--- src/rtl/mem_access_unit.sv ---
// mem_access_unit: initiator side of the CPU data-memory interface.
// Accepts one load/store at a time from the MEM stage and drives a word-wide
// data memory. Sub-word loads are extracted and sign/zero-extended; sub-word
// stores are done as read-modify-write. Misaligned/out-of-range/illegal-size
// requests complete with err=1 and never touch memory.
//
// Ports:
//   clk, rst        clock, asynchronous active-low reset
//   req             request strobe, sampled only in IDLE
//   memOp           [3]=store, [2]=unsigned load, [1:0]=size (byte/half/word)
//   addr, storeData byte address and store operand
//   busy, done, err handshake back to the pipeline
//   loadData        load result, held until the next done
//   memCe, memWe, memAddr, memWdata, memRdata   data memory interface
module mem_access_unit #(
   parameter int unsigned MEM_WORDS = 1024
) (
   input  logic        clk,
   input  logic        rst,
   input  logic        req,
   input  logic [3:0]  memOp,
   input  logic [31:0] addr,
   input  logic [31:0] storeData,
   output logic        busy,
   output logic        done,
   output logic        err,
   output logic [31:0] loadData,
   output logic        memCe,
   output logic        memWe,
   output logic [31:0] memAddr,
   output logic [31:0] memWdata,
   input  logic [31:0] memRdata
);

   localparam logic [1:0] S_IDLE   = 2'd0;
   localparam logic [1:0] S_ACCESS = 2'd1;
   localparam logic [1:0] S_WRITE  = 2'd2;
   localparam logic [1:0] S_DONE   = 2'd3;

   localparam logic [1:0] SZ_BYTE = 2'b00;
   localparam logic [1:0] SZ_HALF = 2'b01;
   localparam logic [1:0] SZ_WORD = 2'b10;
   localparam logic [1:0] SZ_ILL  = 2'b11;

   // 34 bits so a large MEM_WORDS cannot wrap the byte limit
   localparam logic [33:0] ADDR_LIMIT = 34'(MEM_WORDS) << 2;

   logic [1:0]  r_state;
   logic [3:0]  r_op;
   logic [31:0] r_addr;
   logic [31:0] r_sdata;
   logic        r_err;
   logic [31:0] r_load_data;
   logic [31:0] r_merged;

   logic        w_illegal;
   logic        w_store;
   logic        w_word;
   logic [7:0]  w_byte;
   logic [15:0] w_half;
   logic [31:0] w_load;
   logic [31:0] w_merged;

   assign w_illegal = (memOp[1:0] == SZ_ILL)
                    | ((memOp[1:0] == SZ_HALF) & addr[0])
                    | ((memOp[1:0] == SZ_WORD) & (addr[1:0] != 2'b00))
                    | ({2'b00, addr} >= ADDR_LIMIT);

   assign w_store = r_op[3];
   assign w_word  = (r_op[1:0] == SZ_WORD);

   // Little-endian lane extraction from the word currently on memRdata
   always_comb begin
      w_byte = memRdata[7:0];
      unique case (r_addr[1:0])
         2'd0: w_byte = memRdata[7:0];
         2'd1: w_byte = memRdata[15:8];
         2'd2: w_byte = memRdata[23:16];
         2'd3: w_byte = memRdata[31:24];
         default: w_byte = memRdata[7:0];
      endcase
   end

   assign w_half = r_addr[1] ? memRdata[31:16] : memRdata[15:0];

   always_comb begin
      w_load = memRdata;
      if (r_op[1:0] == SZ_BYTE) begin
         w_load = {{24{~r_op[2] & w_byte[7]}}, w_byte};
      end else if (r_op[1:0] == SZ_HALF) begin
         w_load = {{16{~r_op[2] & w_half[15]}}, w_half};
      end
   end

   // Read-modify-write merge: replace only the addressed lane
   always_comb begin
      w_merged = memRdata;
      if (r_op[1:0] == SZ_BYTE) begin
         unique case (r_addr[1:0])
            2'd0: w_merged[7:0]   = r_sdata[7:0];
            2'd1: w_merged[15:8]  = r_sdata[7:0];
            2'd2: w_merged[23:16] = r_sdata[7:0];
            2'd3: w_merged[31:24] = r_sdata[7:0];
            default: w_merged = memRdata;
         endcase
      end else if (r_op[1:0] == SZ_HALF) begin
         if (r_addr[1]) w_merged[31:16] = r_sdata[15:0];
         else           w_merged[15:0]  = r_sdata[15:0];
      end
   end

   always_ff @(posedge clk or negedge rst) begin
      if (!rst) begin
         r_state     <= S_IDLE;
         r_op        <= 4'd0;
         r_addr      <= 32'd0;
         r_sdata     <= 32'd0;
         r_err       <= 1'b0;
         r_load_data <= 32'd0;
         r_merged    <= 32'd0;
      end else begin
         unique case (r_state)
            S_IDLE: begin
               if (req) begin
                  r_op    <= memOp;
                  r_addr  <= addr;
                  r_sdata <= storeData;
                  r_err   <= w_illegal;
                  r_state <= w_illegal ? S_DONE : S_ACCESS;
               end
            end
            S_ACCESS: begin
               if (!w_store) begin
                  r_load_data <= w_load;
                  r_state     <= S_DONE;
               end else if (w_word) begin
                  r_state <= S_DONE;
               end else begin
                  r_merged <= w_merged;
                  r_state  <= S_WRITE;
               end
            end
            S_WRITE: r_state <= S_DONE;
            S_DONE:  r_state <= S_IDLE;
            default: r_state <= S_IDLE;
         endcase
      end
   end

   // Memory-side outputs decode state only, so reset removes them at once
   assign memCe    = (r_state == S_ACCESS) | (r_state == S_WRITE);
   assign memWe    = ((r_state == S_ACCESS) & w_store & w_word) | (r_state == S_WRITE);
   assign memAddr  = memCe ? {r_addr[31:2], 2'b00} : 32'd0;
   assign memWdata = (r_state == S_WRITE) ? r_merged : (memWe ? r_sdata : 32'd0);

   assign busy     = (r_state != S_IDLE);
   assign done     = (r_state == S_DONE);
   assign err      = done & r_err;
   assign loadData = r_load_data;

endmodule

--- config.mk ---
export PLATFORM = sky130hd
export DESIGN_NAME = mem_access_unit
export DESIGN_NICKNAME = d
export VERILOG_FILES = /design/src/rtl/mem_access_unit.sv
export SDC_FILE = /design/constraint.sdc
export NUM_CORES = 1
export LEC_CHECK = 0
export ABC_AREA = 1
export CAP_MARGIN = 30
export CORE_MARGIN = 4
export CORE_UTILIZATION = 53
export DETAILED_ROUTE_END_ITERATION = 8
export PLACE_DENSITY = 0.86
export SLEW_MARGIN = 10
export SYNTH_ARGS = -nofsm -noshare
export SYNTH_HDL_FRONTEND = slang
export SYNTH_SLANG_ARGS = --single-unit
--- constraint.sdc ---
create_clock -name clk -period 3.25 [get_ports clk]
set_clock_uncertainty 0.15 [all_clocks]
set_input_delay 0.65 -clock clk [delete_from_list [all_inputs] [get_ports clk]]
set_output_delay 0.65 -clock clk [all_outputs]
set_load 0.005 [all_outputs]
==> results of run 1 <==
[flip-flops by register name, summed over array words and instances (netlist names)]
register	count
r_merged	32
r_err	1
r_addr	32
loadData	32
r_sdata	32
r_op	4
r_state	2
[cell usage after synthesis]
cell type / number
o21ai_1: 13
inv_2: 9
mux2_2: 42
nand3_2: 3
conb_1: 1
nand2_2: 3
clkinv_1: 1
o21ai_4: 1
clkbuf_1: 29
nor2_2: 5
buf_2: 23
a21oi_2: 1
buf_6: 3
nand4_1: 1
o211ai_1: 12
buf_4: 7
ha_1: 5
dfrtp_1: 135
o21ai_0: 75
a21oi_1: 134
buf_1: 2
nand2_1: 322
nand3_4: 1
inv_1: 96
nand3_1: 34
nor2_1: 95
[cell type report]
cell class	count	area (um^2)
well taps	180	225
repair buffers	218	2180
flip-flops and latches	135	3380
multi-input cells	749	3630
fillers	1013	3630
clock inverters	10	119
clock buffers	22	484
inverters	106	398
[logic make-up after synthesis]
kind of cell    after synthesis
simple gates                464
compound gates              236
buf+inv                     170
flops                       135
mux                          42
fa+ha+maj                     5
other cells                   1
[metal layers]
metal	part of all wire	GRT usage	vias to the layer above
met5	0	0	-
met4	0.032	0.109	0
met3	0.11	0.0946	70
met2	0.49	0.482	428
met1	0.37	0.357	3577
li1	-	-	3708
[final timing paths]
kind | from | endpoint | cells past startpoint
min in group clk | loadData[30] | loadData[30] | 2
max in group asynchronous | rst | r_sdata[18] | 2
hold reg to reg | loadData[30] | loadData[30] | 2
hold / removal | rst | r_addr[22] | 1
setup reg to reg | r_state[0] | r_sdata[4] | 6
setup / recovery | r_state[0] | memWdata[14] | 7
[repair_timing]
| item | CTS | global route |
|---|---|---|
| endpoints found under the setup margin | 0 | 24 |
| gates resized for setup | 0 | 8 |
| hold buffers | 0 | 0 |
| endpoints found under the hold margin | 0 | 0 |
[where the power goes]
part / switching, W / internal, W
Combinational: 0.00299 / 0.00273
Clock: 0.000750 / 0.00121
Sequential: 0.000518 / 0.00252
[metrics by stage]
step | cells | area (um^2) | total power, W | setup slack [ns]
after detailed placement | 1388 | 9790 | 0.00863 | 0.490
final | 1420 | 10400 | 0.0107 | 0.0845
after CTS | 1420 | 10400 | 0.0107 | 0.0345
after floorplan | 1054 | 7700 | 0.00606 | 0.984
after global routing | 1420 | 10400 | 0.0115 | -0.0448
after global placement | 1388 | 9790 | 0.00848 | 0.570
==> results.ini, run 1 <==
[run_status]
status=finished, final reports clean

[routing]
wl_per_cell_um=17.1
drt-total-wl_mm=24.2
drc=0
drtIter0Drc=966
antenna_left=0
drt-pass1-iter-count=5
vias=7783
viasPerCell=5.48

[power]
p_per_area_nw_per_um2=1030
p_leak_nw=5.18
vdd_drop_max_mv=0.799

[sta]
slew_viol_final=0
setup_tns_ns=0
fin_crit_sh=0.974
finalHoldViolations=0
fin_crit_ns=3.17
setup_violations=0
rsz0062_at_grt=true
slew_headroom=0.462
max_freq_mhz=316
worstMarginPinSlew_ns=0.807
timing.hold.ws_ns=0.0734

[layout]
synthToLayoutAreaGrowth_pct=35.3
fin_util=0.742
layout_common_cells=nand2_1 (321), clkdlybuf4s50_1 (199), dfrtp_1 (135)
antenna_cells=0
layout-drive-gt1-share=0.0960
final_common_cell=nand2_1
nNetsFinal=1335

[cts]
clkTransAtPathRegs_ns=0.06
cts_root_buffer=clkbuf_16
clockBufferDepth=2
cts_sinks=135
cts_inserted_buffers=17
tritoncts=done
clk_latency_ns=0.42
h-tree-depth=4
postCtsSetupBuffers=0

[yosys]
avgSynthCellArea_um2=7.31
synth_fa_ha_area_frac=0.00813
synthXorXnorAreaFrac=0
synth_top_area_cell=dfrtp_1
synth_top_family_by_area=simple AND/OR/NAND/NOR gates
synthSimpleGateAreaFrac=0.239
syn_area_um2=7700
ys_ff_latch=135
synth_warnings=0
syn_inst=1053
synth_compound_area_frac=0.159
netlist.area_leader.share=0.439
synth-seq-area-share=0.439
synth.distinct_cells=26
synth_area_leaders=dfrtp_1 (44%), nand2_1 (16%), a21oi_1 (8.7%), mux2_2 (6.1%), o21ai_0 (4.9%)
synth_mux_area_frac=0.0614

[die]
die_area_um2=16500
dieWidth_um=129
start_util=0.548
die_h_um=129
ioPinCount=204
core_um2=14000
row_count=43

[min_path]
min_path_type=primary input to async pin

[critical_path]
slowest_stage=clkdlybuf4s50_1
critPathMaxFanout=16
end_kind=output port
worstPathArrival_ns=2.37
crit_required_ns=2.45
cp_cell_sequence=inv_1, ha_2, clkinv_1, o21ai_4, inv_2, nor2_1, clkdlybuf4s50_1
reg2reg_slack_ns=1.08
max_stage_delay_ns=0.55
crit_family=buffers and inverters
cp-start-kind=flop
crit_buf_inv=4
critPathKind=flop to output port

[placement]
gp_congestion=0.969
io_buffers=201
hpwl_mm=17.0

[grt]
gr-usage-all-layers=0.291
grt_pass1_vias=7535
grt_pass1_wl_mm=38.1
antenna_found_initial=0
gr-total-overflow=0
grt_max_degree=71

[flow_run]
maxCapViolCount=0

No activity file was read; power rests on OpenSTA's default activity.
==> run 2, diff against run 1 <==
Settings changed: CAP_MARGIN 30 to 20, CORE_ASPECT_RATIO set to 0.7.
==> run 2 against run 1 <==
  * Wire length increased by 3.0%
  * Largest power group unchanged
  * Count of clock-buffer cells in the layout decreased by 4
  * Register-to-register slack got worse by 0.17 ns
  * Via count up 3.0%
==> results.ini, run 2 (synthesized netlist as in run 1, its figures left out) <==
[cts]
h-tree-depth=4  ; unchanged
clk_latency_ns=0.43  ; about the same
clockBufferDepth=2  ; unchanged
cts_inserted_buffers=17  ; unchanged
cts_sinks=135  ; unchanged
cts_hold_buf=0  ; unchanged
postCtsSetupBuffers=0  ; unchanged
clkTransAtPathRegs_ns=0.06  ; about the same
tritoncts=done
cts_root_buffer=clkbuf_16

[die]
die_h_um=109  ; -15%
core_um2=14100  ; about the same
dieWidth_um=152  ; +18%
ioPinCount=204  ; unchanged
row_count=36  ; -16%
start_util=0.548  ; about the same
die_area_um2=16500  ; +0.19%

[layout]
synthToLayoutAreaGrowth_pct=35.7
final_common_cell=nand2_1
layout_common_cells=nand2_1 (321), clkdlybuf4s50_1 (200), dfrtp_1 (135)
fillers=1022  ; +0.89%
multi_input_area_um2=3630  ; about the same
antenna_cells=0  ; unchanged
fin_util=0.743  ; +0.00145
layout-drive-gt1-share=0.0969  ; +0.000885
final-seq-area_um2=3380  ; unchanged
nNetsFinal=1334  ; -0.075%

[routing]
drt-total-wl_mm=25.0  ; +3.0%
drc=0  ; unchanged
drtIter0Drc=867  ; -10%
drt-pass1-iter-count=6  ; +1
antenna_left=0  ; unchanged
viasPerCell=5.61  ; +2.4%
wl_per_cell_um=17.5  ; +2.3%
vias=8020  ; +3.0%

[power]
p_leak_nw=5.18  ; about the same
p_per_area_nw_per_um2=1040  ; +1.3%
vdd_drop_max_mv=0.641  ; -20%

[sta]
setup_violations=0  ; unchanged
slew_viol_final=0  ; unchanged
fin_crit_ns=3.23  ; +0.0651 ns
finalHoldViolations=0  ; unchanged
slew_headroom=0.304  ; -0.158
max_freq_mhz=310  ; -2.0%
fin_crit_sh=0.994  ; +0.0200
worstMarginPinSlew_ns=1.04  ; +0.236 ns
rsz0062_at_grt=true
layout_setup_ws_ns=0.0194  ; -0.0651 ns

[grt]
grt_pass1_vias=7691  ; +2.1%
grt_max_degree=61  ; -14%
gr-usage-all-layers=0.299  ; +0.00741
gr-total-overflow=0  ; unchanged
grt_pass1_wl_mm=39.6  ; +3.9%
antenna_found_initial=0  ; unchanged

[critical_path]
cp_num_cells=7  ; unchanged
reg2reg_slack_ns=0.91  ; -0.17 ns
cp-start-kind=flop
cp_cell_sequence=inv_1, ha_1, clkinv_1, o21ai_4, inv_2, nor2_1, clkdlybuf4s50_1
end_kind=output port
critPathMaxFanout=16  ; unchanged
critPathKind=flop to output port
reg2reg_depth=8  ; +2
crit_family=buffers and inverters
r2r-start=r_state[1]
crit_required_ns=2.45  ; about the same
slowest_stage=clkdlybuf4s50_1
rr_endpoint=r_state[0]
worstPathArrival_ns=2.43  ; +0.06 ns
crit_buf_inv=4  ; unchanged
worstSetupEndpoint=memWdata[14]
cp-startpoint=r_state[0]
max_stage_delay_ns=0.54  ; about the same

[placement]
pre_cts_slack_ns=0.426  ; -0.0637 ns
io_buffers=201  ; unchanged
hpwl_mm=17.5  ; +2.7%
gp_congestion=0.911  ; -6.0%

[min_path]
min_path_type=primary input to async pin

[run_status]
status=finished, final reports clean

[flow_run]
maxCapViolCount=0  ; unchanged

-- run 2: cell count changes in the layout (fill, tap and decap cells not counted), sizes merged --
cell           delta
inv               +4
clkinv            +2
bufinv            +1
clkdlybuf4s50     +1
clkbuf            -4
buf               -1
clkinvlp          -3
dlymetal6s2s      -1
-- run 2: final cells by class --
type	instances	share of cell area
multi-input cells	749	0.347
flip-flops and latches	135	0.323
repair buffers	217	0.208
clock buffers	18	0.0421
inverters	106	0.0381
well taps	190	0.0228
clock inverters	14	0.0181
-- run 2: metal layers --
metal	track usage	vias up	routed length (um)
met5	0	-	0
met4	0.0853	0	535
met3	0.0837	57	2800
met2	0.467	510	11400
met1	0.412	3743	10200
li1	-	3710	-
-- run 2: power breakdown --
group | internal (W) | switching, W
clock | 0.00125 | 0.000817
combinational | 0.00272 | 0.00306
sequential | 0.00252 | 0.000525
total | 0.00649 | 0.00441
-- run 2: what timing repair did --
item / in CTS / in global routing
setup endpoints to repair: 5 / 41
pin swaps: 0 / 0
gates resized for setup: 1 / 8
-- run 2: metrics by stage --
step	hold slack, ns	instance area [um^2]	setup TNS (ns)	cells	power, W
5_1_grt	0.0962	10400	-0.539	1429	0.0116
3_3_place_gp	0.314	9790	0	1397	0.00849
4_1_cts	0.0746	10400	0	1429	0.0108
6_report	0.0511	10400	0	1429	0.0109
3_5_place_dp	0.318	9790	0	1397	0.00866
2_1_floorplan	0.204	7700	0	1054	0.00606
-- run 2: worst min path at each step --
stage / start / end / slack [ns] / cells after the start
6_report: rst / r_sdata[18] / 0.05 / 1
3_5_place_dp: loadData[26] / loadData[26] / 0.32 / 2
3_3_place_gp: loadData[21] / loadData[21] / 0.31 / 2
4_1_cts: rst / r_sdata[18] / 0.07 / 1
2_1_floorplan: rst / loadData[0] / 0.20 / 0
5_1_grt: rst / r_sdata[18] / 0.1 / 1
==> run 3, diff against run 2 <==
Settings changed: CAP_MARGIN 20 to 25.
==> run 3 against run 2 <==
  * Sequential power about the same
  * Flip-flop and latch count unchanged
  * Count of clock-buffer cells in the layout unchanged
  * Worst setup slack worse by 0.0028 ns
  * Fmax about the same
  * Die area unchanged
  * Sequential share of layout area down 0.085 points
  * Via count down 0.50%
  * Utilization up 0.20 points
  * Clock power about the same
  * Cell count about the same
  * Global-route usage unchanged
  * Highest routed layer unchanged
==> results.ini, run 3 (synthesized netlist as in run 1, its figures left out) <==
[critical_path]
reg2reg_depth=8  ; unchanged
critPathMaxFanout=16  ; unchanged
worstPathArrival_ns=2.43  ; about the same
critPathKind=flop to output port
crit_buf_inv=4  ; unchanged
crit_required_ns=2.45  ; about the same
rr_endpoint=loadData[12]
r2r-start=r_addr[1]
max_stage_delay_ns=0.55  ; about the same
cp-start-kind=flop
slowest_stage=clkdlybuf4s50_1
end_kind=output port
reg2reg_slack_ns=1.07  ; +0.16 ns
crit_family=buffers and inverters
cp_cell_sequence=inv_1, ha_1, clkinv_1, o21ai_4, inv_2, nor2_1, clkdlybuf4s50_1

[cts]
cts_hold_buf=0  ; unchanged
clockBufferDepth=2  ; unchanged
cts_sinks=135  ; unchanged
tritoncts=done
clk_latency_ns=0.43  ; about the same
cts_root_buffer=clkbuf_16
clkTransAtPathRegs_ns=0.06  ; about the same
h-tree-depth=4  ; unchanged
cts_inserted_buffers=17  ; unchanged

[sta]
slew_headroom=0.531  ; +0.226
max_freq_mhz=309  ; about the same
finalHoldViolations=0  ; unchanged
timing.hold.ws_ns=0.0480  ; -0.00309 ns
worstMarginPinSlew_ns=0.704  ; -0.338 ns
fin_crit_sh=0.995  ; about the same
fin_crit_ns=3.23  ; +0.00276 ns
slew_viol_final=0  ; unchanged
setup_violations=0  ; unchanged
layout_setup_ws_ns=0.0166  ; -0.00276 ns
rsz0062_at_grt=true

[placement]
io_buffers=201  ; unchanged
gp_congestion=0.911  ; unchanged
dp_cells=1397  ; unchanged
hpwl_mm=17.5  ; unchanged
pre_cts_slack_ns=0.426  ; unchanged

[die]
start_util=0.548  ; unchanged
ioPinCount=204  ; unchanged
die_area_um2=16500  ; unchanged
die_h_um=109  ; unchanged
core_um2=14100  ; unchanged
row_count=36  ; unchanged
dieWidth_um=152  ; unchanged

[power]
vdd_drop_max_mv=0.642  ; +0.10%
p_leak_nw=5.19  ; +0.27%
p_per_area_nw_per_um2=1040  ; about the same

[grt]
gr-usage-all-layers=0.299  ; unchanged
grt_pass1_wl_mm=39.6  ; unchanged
grt_pass1_vias=7691  ; unchanged
antenna_found_initial=0  ; unchanged
gr-total-overflow=0  ; unchanged
grt_max_degree=61  ; unchanged

[layout]
fillers=1016  ; -0.59%
antenna_cells=0  ; unchanged
nNetsFinal=1335  ; +0.075%
layout_common_cells=nand2_1 (321), clkdlybuf4s50_1 (200), dfrtp_1 (135)
fin_cells=1430  ; +0.070%
final_common_cell=nand2_1
layout-drive-gt1-share=0.0976  ; +0.000728
synthToLayoutAreaGrowth_pct=36.0

[routing]
wl_per_cell_um=17.5  ; +0.19%
drc=0  ; unchanged
vias=7980  ; -0.50%
drt-pass1-iter-count=7  ; +1
drt-total-wl_mm=25.0  ; +0.26%
antenna_left=0  ; unchanged
drtIter0Drc=919  ; +6.0%
viasPerCell=5.58  ; -0.57%

[flow_run]
maxCapViolCount=0  ; unchanged

[run_status]
status=finished, final reports clean

[min_path]
min_path_type=primary input to async pin

==> run 3: power by group <==
part | total, W | internal, W | switching, W
clock network | 0.00207 | 0.00125 | 0.000818
logic | 0.00581 | 0.00274 | 0.00307
registers | 0.00304 | 0.00252 | 0.000526
total | 0.0109 | 0.00651 | 0.00442
==> run 3: area by class of cell <==
class | instances | area (um^2) | area share
clock buffer | 18 | 439 | 0.0419
clock inverter | 14 | 189 | 0.0180
inverter | 106 | 398 | 0.0380
multi-input combinational | 749 | 3630 | 0.347
sequential | 135 | 3380 | 0.323
tap | 190 | 238 | 0.0227
timing repair buffer | 218 | 2200 | 0.210
==> run 3: metal layers <==
layer,part of all wire,GRT usage,routed length (um),up-vias
met5,0,0,0,-
met4,0.024,0.0853,595,0
met3,0.10,0.0837,2590,76
met2,0.45,0.467,11400,464
met1,0.42,0.412,10500,3732
li1,-,-,-,3708
==> run 3: worst max path at each step <==
stage | startpoint | endpoint | cells past startpoint
5_1_grt | r_state[1] | memWdata[14] | 7
4_1_cts | r_state[1] | memWdata[25] | 8
3_5_place_dp | r_state[0] | memWdata[11] | 6
6_report | r_state[0] | memWdata[15] | 7
2_1_floorplan | r_state[0] | memWdata[10] | 6
3_3_place_gp | r_state[0] | memWdata[11] | 6
==> run 3: through the flow <==
step	power (W)	instance area, um^2	util	TNS (ns)
CTS	0.0108	10400	0.742	0
floorplan	0.00606	7700	-	0
detailed placement	0.00866	9790	0.697	0
global route	0.0116	10500	0.745	-0.544
global placement	0.00849	9790	0.697	0
finish	0.0109	10500	0.745	0
==> run 3: repair_timing <==
item	4_1_cts	5_1_grt
endpoints found under the setup margin	5	41
gates resized for setup	1	8
setup buffers	0	0
==> RTL edit 1, RTL diff (flow settings as in run 2) <==
Reset style: synchronous (`rst`), changed in one clocked block. Comments in the files are not updated.
--- a/src/rtl/mem_access_unit.sv
+++ b/src/rtl/mem_access_unit.sv
@@ -110,5 +110,5 @@
    end
 
-   always_ff @(posedge clk or negedge rst) begin
+   always_ff @(posedge clk) begin
       if (!rst) begin
          r_state     <= S_IDLE;
Check against the original RTL: differs if rst is asserted again (counterexample within 4 cycles, from zero or initial values and one cycle with rst low); with rst held inactive, the same outputs for 4 cycles.
==> RTL edit 1 against run 2 <==
  * First-iteration DRC count is 14% higher
  * Synthesized cell count is 9.5% higher
  * Power is 24% lower
  * Hold slack better by 0.28 ns
  * Cell area is 3.5% lower
  * Setup slack better by 0.14 ns
  * Count of clock-buffer cells in the layout stayed put
  * Synthesized area is 1.9% lower
  * Core utilization is 1.9 points lower
  * Clock power is 9% lower
  * Global-route usage is 0.94 points higher
  * Routed wire length is 1.4% higher
  * Register-to-register slack worse by 0.29 ns
  * Critical endpoint is now memWdata[30]
  * Sequential cell count stayed put
==> RTL edit 1: results (changes against run 2) <==
\begin{tabular}{lr}
\hline
Metric & Value \\
\hline
\multicolumn{2}{l}{\textbf{Run status}} \\
Status & complete, no violations \\
\multicolumn{2}{l}{\textbf{Yosys}} \\
Fraction of the mapped netlist area in adder cells & 0.00828 (+0.000153) \\
Leading post-synthesis cells by cell area & sky130\_fd\_sc\_hd\_\_dfxtp\_1 36\%, sky130\_fd\_sc\_hd\_\_nand2\_1 13\%, sky130\_fd\_sc\_hd\_\_o21ai\_0 9.7\% \\
Number of library cell types mapped by synthesis & 35 (+35\%) \\
Portion of netlist area occupied by mux cells & 0 (-0.0614) \\
Async set-reset flop share out of synthesis & 0 (-1.00) \\
Leading post-synthesis cells by instance count & 253 x sky130\_fd\_sc\_hd\_\_nand2\_1, 157 x sky130\_fd\_sc\_hd\_\_nor2\_1, 146 x sky130\_fd\_sc\_hd\_\_o21ai\_0 \\
Synthesized area divided by synthesized cell count & 6.55 um2 (-10\%) \\
Sequential cell area fraction in the yosys report & 0.358 (-0.0811) \\
\multicolumn{2}{l}{\textbf{Critical path}} \\
Count of cells along the worst register-to-register path & 7 (-1) \\
Signal arrival time at the worst endpoint & 2.29 ns (-0.14 ns) \\
Worst-path fanout max & 17 (+1) \\
Setup crit end & memWdata[30] \\
Worst-case register-to-register setup slack & 0.62 ns (-0.29 ns) \\
\multicolumn{2}{l}{\textbf{Global routing}} \\
Global Route met2 Usage & 0.463 (-0.00398) \\
Met1 usage & 0.421 (+0.00946) \\
First-pass GRT wire length & 39600 um (about the same) \\
GR Util All Layers & 0.308 (+0.00945) \\
Vias in the first global route & 7516 (-2.3\%) \\
\multicolumn{2}{l}{\textbf{Route}} \\
Routed met2 length & 10800 um (-5.3\%) \\
Via count normalized by instance count & 5.49 (-2.2\%) \\
DRT Wirelength & 25300 um (+1.4\%) \\
Post-route met1 wirelength & 11000 um (+7.4\%) \\
Met3 routed wirelength & 2970 um (+6.1\%) \\
1st-iter DRT viols & 985 (+14\%) \\
Wire length per cell after detailed routing & 16.8 um (-4.0\%) \\
\multicolumn{2}{l}{\textbf{Power}} \\
Leakage component of the power & 4.47 nW (-14\%) \\
Worst vdd rail ir drop & 0.496 mV (-23\%) \\
\multicolumn{2}{l}{\textbf{Final layout}} \\
Post-layout nets & 1416 (+6.1\%) \\
Fraction of final layout cells with drive strength greater than 1 & 0.0636 (-0.0332) \\
\multicolumn{2}{l}{\textbf{Timing}} \\
Worst slew margin relative to its limit & 0.403 (+0.0986) \\
Fin Hold WS & 0.335 ns (+0.284 ns) \\
Maximum clock frequency & 0.324 GHz (+4.5\%) \\
\multicolumn{2}{l}{\textbf{Min path}} \\
HP Class & reg -> reg \\
\multicolumn{2}{l}{\textbf{Place}} \\
Post-DP HPWL & 17800 um (+1.7\%) \\
Area of placed instances & 9500 um2 (-3.0\%) \\
Final estimated routing congestion in global placement & 0.953 (+4.6\%) \\
\hline
\end{tabular}
RTL edit 1: cell types whose count changed after synthesis, moves of 62 or more:
cell,change
sky130_fd_sc_hd__dfrtp_1,-135
sky130_fd_sc_hd__dfxtp_1,+135
sky130_fd_sc_hd__o21ai_0,+71
sky130_fd_sc_hd__nand2_1,-69
sky130_fd_sc_hd__a21oi_1,-65
sky130_fd_sc_hd__nor2_1,+62
RTL edit 1: area by class of cell:
type / instances / area (um2)
Inverter: 120 / 475
Clock inverter: 13 / 133
Tap cell: 190 / 238
Timing Repair Buffer: 216 / 2150
Multi-Input combinational cell: 818 / 3940
Clock buffer: 18 / 439
Fill cell: 1146 / 3840
Sequential cell: 135 / 2700
RTL edit 1: repair_timing:
item                                    CTS  global route
endpoints found under the hold margin     0             0
endpoints found under the setup margin    0            11
gates resized for setup                   0             1
RTL edit 1: where the power goes:
group          total (mW)  switching, mW  leakage, nW  internal (mW)
Clock                1.89          0.751        0.273           1.14
Combinational        3.91           2.35         3.09           1.56
Sequential           2.43          0.297         1.11           2.14
==> RTL edit 2, RTL diff (settings of run 2) <==
Made on the original files. Set the parameter `MEM_WORDS` to 768 (it was 1024).
--- a/src/rtl/mem_access_unit.sv
+++ b/src/rtl/mem_access_unit.sv
@@ -14,5 +14,5 @@
 //   memCe, memWe, memAddr, memWdata, memRdata   data memory interface
 module mem_access_unit #(
-   parameter int unsigned MEM_WORDS = 1024
+   parameter int unsigned MEM_WORDS = 768
 ) (
    input  logic        clk,
Formal check against the unedited RTL: not equivalent (a bounded check fails within 4 cycles, from zero or initial values and one cycle with rst low).
==> RTL edit 2 against run 2 <==
  * Routed wire length rose by 1.1%
  * Power fell by 1.9%
  * Hold slack better by 0.022 ns
  * Sequential cell count unchanged
  * Synthesized area rose by 0.62%
  * Setup slack better by 0.11 ns
  * Cell area hardly changed
==> RTL edit 2: results (changes against run 2) <==
\begin{tabular}{lr}
\hline
Metric & Value \\
\hline
\multicolumn{2}{l}{\textbf{Critical path}} \\
Delay of the slowest cell on the worst path & 0.52 ns (-0.02 ns) \\
Signal arrival time at the worst endpoint & 2.32 ns (-0.11 ns) \\
Count of cells along the worst register-to-register path & 7 (-1) \\
Worst-path fanout max & 14 (-2) \\
Worst-case register-to-register setup slack & 1.09 ns (+0.18 ns) \\
\multicolumn{2}{l}{\textbf{Route}} \\
Total via count after detailed routing & 8218 (+2.5\%) \\
DRT Wirelength & 25200 um (+1.1\%) \\
1st-iter DRT viols & 855 (-1.4\%) \\
\multicolumn{2}{l}{\textbf{Power}} \\
Leakage component of the power & 5.34 nW (+3.0\%) \\
Switching fraction of total power & 0.428 (+0.0233) \\
Worst vdd rail ir drop & 0.670 mV (+4.5\%) \\
\multicolumn{2}{l}{\textbf{Final layout}} \\
Fraction of final layout cells with drive strength greater than 1 & 0.0607 (-0.0362) \\
Post-layout nets & 1413 (+5.9\%) \\
Count of non-filler cells in the finished layout & 1508 (+5.5\%) \\
\multicolumn{2}{l}{\textbf{Yosys}} \\
Sequential cell area fraction in the yosys report & 0.436 (-0.00269) \\
Leading post-synthesis cells by cell area & sky130\_fd\_sc\_hd\_\_dfrtp\_1 44\%, sky130\_fd\_sc\_hd\_\_nand2\_1 23\%, sky130\_fd\_sc\_hd\_\_o21ai\_0 6.5\% \\
Number of library cell types mapped by synthesis & 28 (+7.7\%) \\
Leading post-synthesis cells by instance count & 468 x sky130\_fd\_sc\_hd\_\_nand2\_1, 135 x sky130\_fd\_sc\_hd\_\_dfrtp\_1, 114 x sky130\_fd\_sc\_hd\_\_inv\_1 \\
\multicolumn{2}{l}{\textbf{Global routing}} \\
Number of antenna violations at the first check in global routing & 0 (unchanged) \\
GR Util All Layers & 0.304 (+0.00507) \\
Pin count of the biggest net entering global routing & 74 (+21\%) \\
Vias in the first global route & 7707 (+0.21\%) \\
First-pass GRT wire length & 40300 um (+1.8\%) \\
\multicolumn{2}{l}{\textbf{Place}} \\
Post-DP HPWL & 17900 um (+2.3\%) \\
Final estimated routing congestion in global placement & 0.938 (+3.0\%) \\
\multicolumn{2}{l}{\textbf{Run status}} \\
Status & complete, no violations \\
\multicolumn{2}{l}{\textbf{Timing}} \\
Fin Hold WS & 0.0726 ns (+0.0215 ns) \\
\hline
\end{tabular}
[RTL edit 2: changes by cell type in the layout (fill, tap and decap cells not counted), sizes merged, moves of 3 or more]
cell | before | now
mux2 | 42 | 0
o21ai | 89 | 125
o211ai | 12 | 30
nor2 | 100 | 46
nand2 | 325 | 472
a21oi | 135 | 75
inv | 110 | 131
buf | 17 | 20
clkinvlp | 0 | 3
a31oi | 0 | 8
[RTL edit 2: per-stage QoR]
stage,setup slack [ns],area (um2),util
6_report,0.127,10400,0.741
5_1_grt,-0.00102,10400,0.741
4_1_cts,0.0290,10400,0.740
3_5_place_dp,0.478,9840,0.698
3_3_place_gp,0.569,9840,0.698
2_1_floorplan,1.06,7750,-
[RTL edit 2: cell families (layout without fill, tap and decap cells)]
logic type | count (synthesis) | in the layout | share of synthesized area
other | 1 | 2 | 0.000484
flip-flops | 135 | 135 | 0.436
AO/OA/AOI/OAI | 238 | 238 | 0.167
AND/OR/NAND/NOR | 559 | 559 | 0.285
buffers and inverters | 194 | 379 | 0.104
adder cells (fa/ha/maj) | 5 | 5 | 0.00808
[RTL edit 2: cell type report]
type                            count  area (um2)
Tap cell                          190         238
Fill cell                        1083        3650
Timing Repair Buffer              220        2190
Clock buffer                       17         425
Multi-Input combinational cell    804        3570
Inverter                          127         478
Clock inverter                     15         166
Sequential cell                   135        3380
[RTL edit 2: worst reg2reg max path: cells and delay by family, from the launching register on]
kind,cells,cell delay (ns)
buffers and inverters,3,0.85
DFF,1,0.44
AOI/OAI and AO/OA,2,0.37
adders and majority gates,1,0.20
and+or+nand+nor,1,0.08
[RTL edit 2: repair_timing]
item,CTS,global route
hold buffers,0,0
hold endpoints to repair,0,0
buffers inserted,0,1
setup endpoints to repair,0,19
resized for setup,0,4
[RTL edit 2: worst max-delay path by stage]
stage	start	to	slack [ns]	cells after the start
6_report	r_state[1]	memWdata[3]	0.13	8
5_1_grt	r_state[1]	memWdata[3]	-0.001	8
4_1_cts	r_state[1]	memWdata[3]	0.03	8
3_5_place_dp	r_state[1]	memWdata[3]	0.48	8
3_3_place_gp	r_state[1]	memWdata[6]	0.57	8
2_1_floorplan	r_state[0]	memWdata[22]	1.06	7
[RTL edit 2: power groups by stage]
stage	Combinational [mW]	Clock, mW	Sequential, mW
floorplan	3.29	0	2.88
global placement	5.49	0	2.99
detailed placement	5.61	0	3.00
CTS	5.69	1.96	3.00
global route	6.38	2.03	3.09
finish	5.73	1.95	3.01
[RTL edit 2: per-layer routing]
layer / global-route usage / up-vias / wire length, um
li1: - / 3906 / -
met3: 0.0829 / 68 / 2910
met1: 0.433 / 3793 / 10900
met4: 0.102 / 0 / 632
met2: 0.452 / 451 / 10800
met5: 0 / - / 0
